### src/rtl/dmem_port_if.sv
// Requester-side bundle for one data-memory port (CPU or DMA).
// The arbiter takes the slave side; the requester drives the master side.
interface dmem_port_if #(
    parameter int AW = 12,
    parameter int DW = 16
);
    logic          req;
    logic          wr;
    logic          lock;
    logic [AW-1:0] addr;
    logic [DW-1:0] wdata;
    logic          gnt;
    logic          rvalid;
    logic [DW-1:0] rdata;

    modport master (
        output req, wr, lock, addr, wdata,
        input  gnt, rvalid, rdata
    );

    modport slave (
        input  req, wr, lock, addr, wdata,
        output gnt, rvalid, rdata
    );
endinterface

### src/rtl/dmem_port_arbiter.sv
// Round-robin arbiter sharing one single-port data memory between CPU and DMA,
// with capped locked bursts and a registered one-beat read return per port.
module dmem_port_arbiter #(
    parameter int AW        = 12,
    parameter int DW        = 16,
    parameter int MAX_BURST = 8,
    parameter int CPU_FIRST = 1
) (
    input  logic          clk,
    input  logic          rst_n,
    dmem_port_if.slave    cpu,
    dmem_port_if.slave    dma,
    output logic          mem_rd,
    output logic          mem_wr,
    output logic [AW-1:0] mem_addr,
    output logic [DW-1:0] mem_wd,
    input  logic [DW-1:0] mem_rdata
);

    localparam int CW = $clog2(MAX_BURST + 1);
    localparam logic [CW-1:0] MAX_CNT = CW'(MAX_BURST);
    localparam logic LAST_RST = (CPU_FIRST != 0);

    typedef enum logic [1:0] {
        IDLE     = 2'd0,
        LOCK_CPU = 2'd1,
        LOCK_DMA = 2'd2
    } state_t;

    state_t        state_q, state_d;
    logic [CW-1:0] burst_cnt_q, burst_cnt_d;
    // 1 = DMA won most recently, 0 = CPU
    logic          last_q, last_d;
    logic          c_rvalid_q, c_rvalid_d;
    logic          d_rvalid_q, d_rvalid_d;
    logic [DW-1:0] c_rdata_q, c_rdata_d;
    logic [DW-1:0] d_rdata_q, d_rdata_d;

    logic          capped;
    logic          c_keep, d_keep;
    logic          win_c, win_d;
    logic [CW-1:0] cnt_inc;

    always_comb begin
        capped = (burst_cnt_q == MAX_CNT);
        c_keep = (state_q == LOCK_CPU) && cpu.req
                 && !(capped && dma.req);
        d_keep = (state_q == LOCK_DMA) && dma.req
                 && !(capped && cpu.req);
        // A capped owner loses the tie because it is last_q
        win_c  = rst_n && (c_keep || (!d_keep && cpu.req
                 && (!dma.req || last_q)));
        win_d  = rst_n && !win_c && dma.req;
        cnt_inc = capped ? burst_cnt_q : burst_cnt_q + 1'b1;
    end

    always_comb begin
        mem_rd   = 1'b0;
        mem_wr   = 1'b0;
        mem_addr = '0;
        mem_wd   = '0;
        if (win_c) begin
            mem_rd   = !cpu.wr;
            mem_wr   = cpu.wr;
            mem_addr = cpu.addr;
            mem_wd   = cpu.wdata;
        end else if (win_d) begin
            mem_rd   = !dma.wr;
            mem_wr   = dma.wr;
            mem_addr = dma.addr;
            mem_wd   = dma.wdata;
        end
    end

    always_comb begin
        state_d     = state_q;
        burst_cnt_d = burst_cnt_q;
        last_d      = last_q;
        unique case (1'b1)
            win_c: begin
                last_d = 1'b0;
                if (cpu.lock) begin
                    state_d     = LOCK_CPU;
                    burst_cnt_d = (state_q == LOCK_CPU)
                                  ? cnt_inc : CW'(1);
                end else begin
                    state_d     = IDLE;
                    burst_cnt_d = '0;
                end
            end
            win_d: begin
                last_d = 1'b1;
                if (dma.lock) begin
                    state_d     = LOCK_DMA;
                    burst_cnt_d = (state_q == LOCK_DMA)
                                  ? cnt_inc : CW'(1);
                end else begin
                    state_d     = IDLE;
                    burst_cnt_d = '0;
                end
            end
            default: begin
                // No grant means the lock owner has let go
                if (state_q != IDLE) begin
                    state_d     = IDLE;
                    burst_cnt_d = '0;
                end
            end
        endcase
    end

    always_comb begin
        c_rvalid_d = win_c && !cpu.wr;
        d_rvalid_d = win_d && !dma.wr;
        c_rdata_d  = c_rvalid_d ? mem_rdata : c_rdata_q;
        d_rdata_d  = d_rvalid_d ? mem_rdata : d_rdata_q;
    end

    always_ff @(posedge clk or negedge rst_n) begin
        if (!rst_n) begin
            state_q     <= IDLE;
            burst_cnt_q <= '0;
            last_q      <= LAST_RST;
            c_rvalid_q  <= 1'b0;
            d_rvalid_q  <= 1'b0;
            c_rdata_q   <= '0;
            d_rdata_q   <= '0;
        end else begin
            state_q     <= state_d;
            burst_cnt_q <= burst_cnt_d;
            last_q      <= last_d;
            c_rvalid_q  <= c_rvalid_d;
            d_rvalid_q  <= d_rvalid_d;
            c_rdata_q   <= c_rdata_d;
            d_rdata_q   <= d_rdata_d;
        end
    end

    assign cpu.gnt    = win_c;
    assign dma.gnt    = win_d;
    assign cpu.rvalid = c_rvalid_q;
    assign dma.rvalid = d_rvalid_q;
    assign cpu.rdata  = c_rdata_q;
    assign dma.rdata  = d_rdata_q;

endmodule

### src/flat_wrapper.sv
// flat-port wrapper written by rule: the top's interface ports become plain ports
module dmem_port_arbiter_flat 
#(
    parameter int AW        = 12,
    parameter int DW        = 16,
    parameter int MAX_BURST = 8,
    parameter int CPU_FIRST = 1
)
  (clk, rst_n, mem_rd, mem_wr, mem_addr, mem_wd, mem_rdata, cpu_req, cpu_wr, cpu_lock, cpu_addr, cpu_wdata, cpu_gnt, cpu_rvalid, cpu_rdata, dma_req, dma_wr, dma_lock, dma_addr, dma_wdata, dma_gnt, dma_rvalid, dma_rdata);
  dmem_port_if #(.AW(AW), .DW(DW)) cpu_i ();
  dmem_port_if #(.AW(AW), .DW(DW)) dma_i ();
  input  logic clk;
  input  logic rst_n;
  output logic mem_rd;
  output logic mem_wr;
  output logic [AW-1:0] mem_addr;
  output logic [DW-1:0] mem_wd;
  input  logic [DW-1:0] mem_rdata;
  input wire logic [$bits(cpu_i.req)-1:0] cpu_req;
  input wire logic [$bits(cpu_i.wr)-1:0] cpu_wr;
  input wire logic [$bits(cpu_i.lock)-1:0] cpu_lock;
  input wire logic [$bits(cpu_i.addr)-1:0] cpu_addr;
  input wire logic [$bits(cpu_i.wdata)-1:0] cpu_wdata;
  output wire logic [$bits(cpu_i.gnt)-1:0] cpu_gnt;
  output wire logic [$bits(cpu_i.rvalid)-1:0] cpu_rvalid;
  output wire logic [$bits(cpu_i.rdata)-1:0] cpu_rdata;
  input wire logic [$bits(dma_i.req)-1:0] dma_req;
  input wire logic [$bits(dma_i.wr)-1:0] dma_wr;
  input wire logic [$bits(dma_i.lock)-1:0] dma_lock;
  input wire logic [$bits(dma_i.addr)-1:0] dma_addr;
  input wire logic [$bits(dma_i.wdata)-1:0] dma_wdata;
  output wire logic [$bits(dma_i.gnt)-1:0] dma_gnt;
  output wire logic [$bits(dma_i.rvalid)-1:0] dma_rvalid;
  output wire logic [$bits(dma_i.rdata)-1:0] dma_rdata;
  assign cpu_i.req = cpu_req;
  assign cpu_i.wr = cpu_wr;
  assign cpu_i.lock = cpu_lock;
  assign cpu_i.addr = cpu_addr;
  assign cpu_i.wdata = cpu_wdata;
  assign cpu_gnt = cpu_i.gnt;
  assign cpu_rvalid = cpu_i.rvalid;
  assign cpu_rdata = cpu_i.rdata;
  assign dma_i.req = dma_req;
  assign dma_i.wr = dma_wr;
  assign dma_i.lock = dma_lock;
  assign dma_i.addr = dma_addr;
  assign dma_i.wdata = dma_wdata;
  assign dma_gnt = dma_i.gnt;
  assign dma_rvalid = dma_i.rvalid;
  assign dma_rdata = dma_i.rdata;
  dmem_port_arbiter #(.AW(AW), .DW(DW), .MAX_BURST(MAX_BURST), .CPU_FIRST(CPU_FIRST)) u_core (.clk(clk), .rst_n(rst_n), .cpu(cpu_i), .dma(dma_i), .mem_rd(mem_rd), .mem_wr(mem_wr), .mem_addr(mem_addr), .mem_wd(mem_wd), .mem_rdata(mem_rdata));
endmodule
### config.mk
export PLATFORM = sky130hd
export DESIGN_NAME = dmem_port_arbiter_flat
export DESIGN_NICKNAME = d
export VERILOG_FILES = /design/src/rtl/dmem_port_if.sv /design/src/rtl/dmem_port_arbiter.sv /design/src/flat_wrapper.sv
export SDC_FILE = /design/constraint.sdc
export NUM_CORES = 1
export LEC_CHECK = 0
export ABC_AREA = 1
export BUFFER_PORTS_ARGS = -buffer_cell sky130_fd_sc_hd__buf_4
export CORE_ASPECT_RATIO = 2
export CORE_MARGIN = 4
export CORE_UTILIZATION = 44
export CTS_BUF_LIST = sky130_fd_sc_hd__clkbuf_2 sky130_fd_sc_hd__clkbuf_4 sky130_fd_sc_hd__clkbuf_8
export CTS_CLUSTER_DIAMETER = 60
export DETAILED_ROUTE_END_ITERATION = 10
export GPL_TIMING_DRIVEN = 0
export PLACE_DENSITY = 0.82
export SETUP_SLACK_MARGIN = 0.5
export SLEW_MARGIN = 40
export SYNTH_ARGS = -nofsm -noshare
export SYNTH_HDL_FRONTEND = slang
export SYNTH_SLANG_ARGS = --single-unit
### constraint.sdc
create_clock -name clk -period 2.5 [get_ports clk]
set_input_delay 0.375 -clock clk [delete_from_list [all_inputs] [get_ports clk]]
set_output_delay 0.375 -clock clk [all_outputs]
set_load 0.02 [all_outputs]
==> summary.md <==
| Metric | Value |
|---|---|
| Vias in the first global route | a little over 3000 |
| Hold violation total from the final report | 3 |
| Fmax | between 400 and 500 MHz |
| Final setup margin | 0.1511 ns |
| Core Area | 5185 µm² |
| DR vias/cell | between 5 and 6 |
| Critical Path Sink Type | output port |
| Via count | 3120 |
| Leakage | 2.314 nW |
| Violated checks | hold timing |
| Slew Viols, Final | 0 |
| CTS Root Cell | clkbuf_8 |
| Antenna Violating Nets Remaining | 0 |
| Worst Path Max Fanout | 7 |
| Async SR Flop Fraction | 100.0% |
| H-tree levels | 2 |
| Worst rel slew slack | 68.49% |
| Outcome | complete, but fails checks |
| Clock Path Buffers | 2 |
| Worst Skew | 0.008246 ns |
| Total die area | approximately 6700 µm² |
| Clock Sinks | 41 |
| Layout Nets | around 590 |
| CTS tree | yes |
| Mapped Area | 2365 µm² |
| DRT Pass-1 Iters | 6 |
| Most common cell after layout, fill and taps aside | buf_4 |
| Final hold slack | -0.005721 ns |
| Setup CP Type | reg -> out |
| GRT Total Usage | 28.44% |
| # port buffers | around 150 |
| EDFF count, synth | 0 |
| Mapped Nets | around 400 |
| Core Rows | 37 |
| RSZ-0062 raised after global routing | yes |
| Post-placement cell area | 3526 µm² |
| Final setup fails | 0 |
| M3 GR Usage | 6.845% |
| Clock-pin slew on the worst setup and hold paths | 0.08 ns |
| Die Width | 59.84 µm |
| M1 GR Usage | between 20 and 30% |
| Initial Utilization | 45.61% |
| Skew-Pair Late Insertion Delay | approximately 0.31 ns |
| Worst-Margin Slew | 0.4677 ns |
| Initial antenna violation count | 0 |
| PwrDens | 544.5 nW/µm² |
| First-pass GRT wire length | 14.49 mm |
| Sequential area share after synthesis | 43.44% |
| Final Core Density | 81.85% |
| Final period utilization | between 90% and 100% |
| Cells after Synth | approximately 330 |
| Die Y-Extent | 111.7 µm |
| Final WL | around 9.7 mm |
| VDD IR-drop max | 0.6603 mV |
| Synthesized flop and latch total | 41 |
| Proportion of layout cells with a drive suffix above 1 | 51.68% |
| Area growth, synth to finish | 79.47% |
| Startpoint Class | register |
| Critical path arrival | 1.97 ns |
| Post-Syn Area per Cell | 7.232 µm² |
| Final instance area | between 4000 and 5000 µm² |
| Met2 Usage GRT | a little over half |
| WL/cell | 17.10 µm |
| Max_cap viols | 0 |
| CP Data Required Time | 2.12 ns |
| Yosys warnings | 0 |
| HPWL Detailed | 6.520 mm |
| HP Class | in -> async |
| Sum Neg Setup Slack | 0 ns |
| Main synth FF type | dfrtp_1 |
| Iteration-0 DRC Markers | 214 |
| DRC | 0 |
| Min Tclk post-route | about 2.3 ns |
| Setup WS pre-CTS | 0.05933 ns |
| Num CTS Buffers | 5 |
| Grt peak-use layer | met2 |
| Largest net degree at the start of global routing | 41 |
| ANT cells | 0 |
| R2R Setup Slk | 0.54 ns |
| Most frequent cells in the layout | buf_4, nand2_1, nand2_2 |
| Top Ports | about 150 |
| Cell variety after synth | 27 |
| GP Congestion | 0.9219 |
| Total gr overflow | 0 |
==> report_power, final <==
| part | total [mW] | switching [mW] | internal, mW |
|---|---|---|---|
| Clock | 0.488 | 0.238 | 0.250 |
| Sequential | 0.854 | 0.0729 | 0.781 |
| Combinational | 0.969 | 0.522 | 0.447 |
| Total | 2.31 | 0.833 | 1.48 |
==> synthesized netlist by cell type (all sizes together), types with 2 or more instances <==
master  instances  share of area (%)
nand2         165                 27
nand4          41                 11
dfrtp          40                 42
nand3          22                5.4
inv            18                2.9
buf            12                4.1
nor2            8                1.7
clkbuf          7                1.1
nor3            4               0.85
a21oi           2               0.58
clkinv          2               0.32
ha              2                1.1
==> metrics by stage <==
| stage | cells | power (mW) |
|---|---|---|
| final | 565 | 2.311 |
| after global routing | 565 | 2.425 |
| after CTS | 560 | 2.268 |
| after detailed placement | 530 | 1.685 |
| after global placement | 530 | 1.664 |
| after floorplan | 327 | 1.261 |
==> what timing repair did <==
item / in CTS / in global routing
gates resized for setup: 70 / 54
endpoints found under the setup margin: 32 / 32
hold buffers: 2 / 0
cloned: 4 / 0
hold endpoints to repair: 40 / 0
setup buffers: 16 / 5
pin swaps: 24 / 32
==> sequential cells by signal, summed over array words and instances, names as in the netlist <==
name / count
u_core.state_q: 2
u_core.dma.rdata: 16
u_core.last_q: 1
u_core.burst_cnt_q: 4
u_core.cpu.rdata: 16
u_core.dma.rvalid: 1
u_core.cpu.rvalid: 1
==> worst max-delay path, stage by stage, from the launching register on <==
cell and delay [ns]:
dfrtp_2 0.42, inv_2 0.08, ha_4 0.16, nand3_4 0.09
nand2_2 0.08, nand2_2 0.05, nand2_2 0.08, nand2_4 0.06
nor2_4 0.10, buf_12 0.15, buf_8 0.13, nand2_1 0.05
nand2_1 0.08, buf_6 0.12
==> cells by family (layout without fill, tap and decap cells) <==
family | after synthesis | after routing | synth area share [%]
simple gates | 241 | 241 | 45.98
fa+ha+maj | 2 | 2 | 1.058
compound gates | 3 | 3 | 0.7933
buf+inv | 39 | 219 | 8.359
xor+xnor | 1 | 1 | 0.3704
flops | 41 | 41 | 43.44
==> per-layer routing <==
layer	wire length [µm]	vias to the layer above	share of wire (%)
met2	5362	222	55
li1	-	1423	-
met5	0	-	0
met3	899	48	9.3
met4	510	0	5.3
met1	2890	1427	30
==> path summary, 6_finish.rpt <==
check | cells after the start | to | from
setup / recovery | 13 | mem_wd[3] | u_core.burst_cnt_q[0]
hold / removal | 2 | u_core.cpu.rdata[12] | rst_n
setup reg to reg | 12 | u_core.cpu.rdata[1] | u_core.burst_cnt_q[0]
hold reg to reg | 2 | u_core.dma.rdata[9] | u_core.dma.rdata[9]
max in group asynchronous | 2 | u_core.last_q | rst_n
min in group clk | 3 | u_core.dma.rdata[0] | mem_rdata[0]
==> cell type report <==
type                    instances  area [µm²]
clock inverters                 1       5.005
fillers                       337       940.9
multi-input cells             247        1329
repair buffers                172        1484
inverters                      20       75.07
plain buffers                  19       153.9
flip-flops and latches         41        1028
clock buffers                   7       96.34
well taps                      58       72.57
Note: power is estimated with default switching activity, not from simulation.
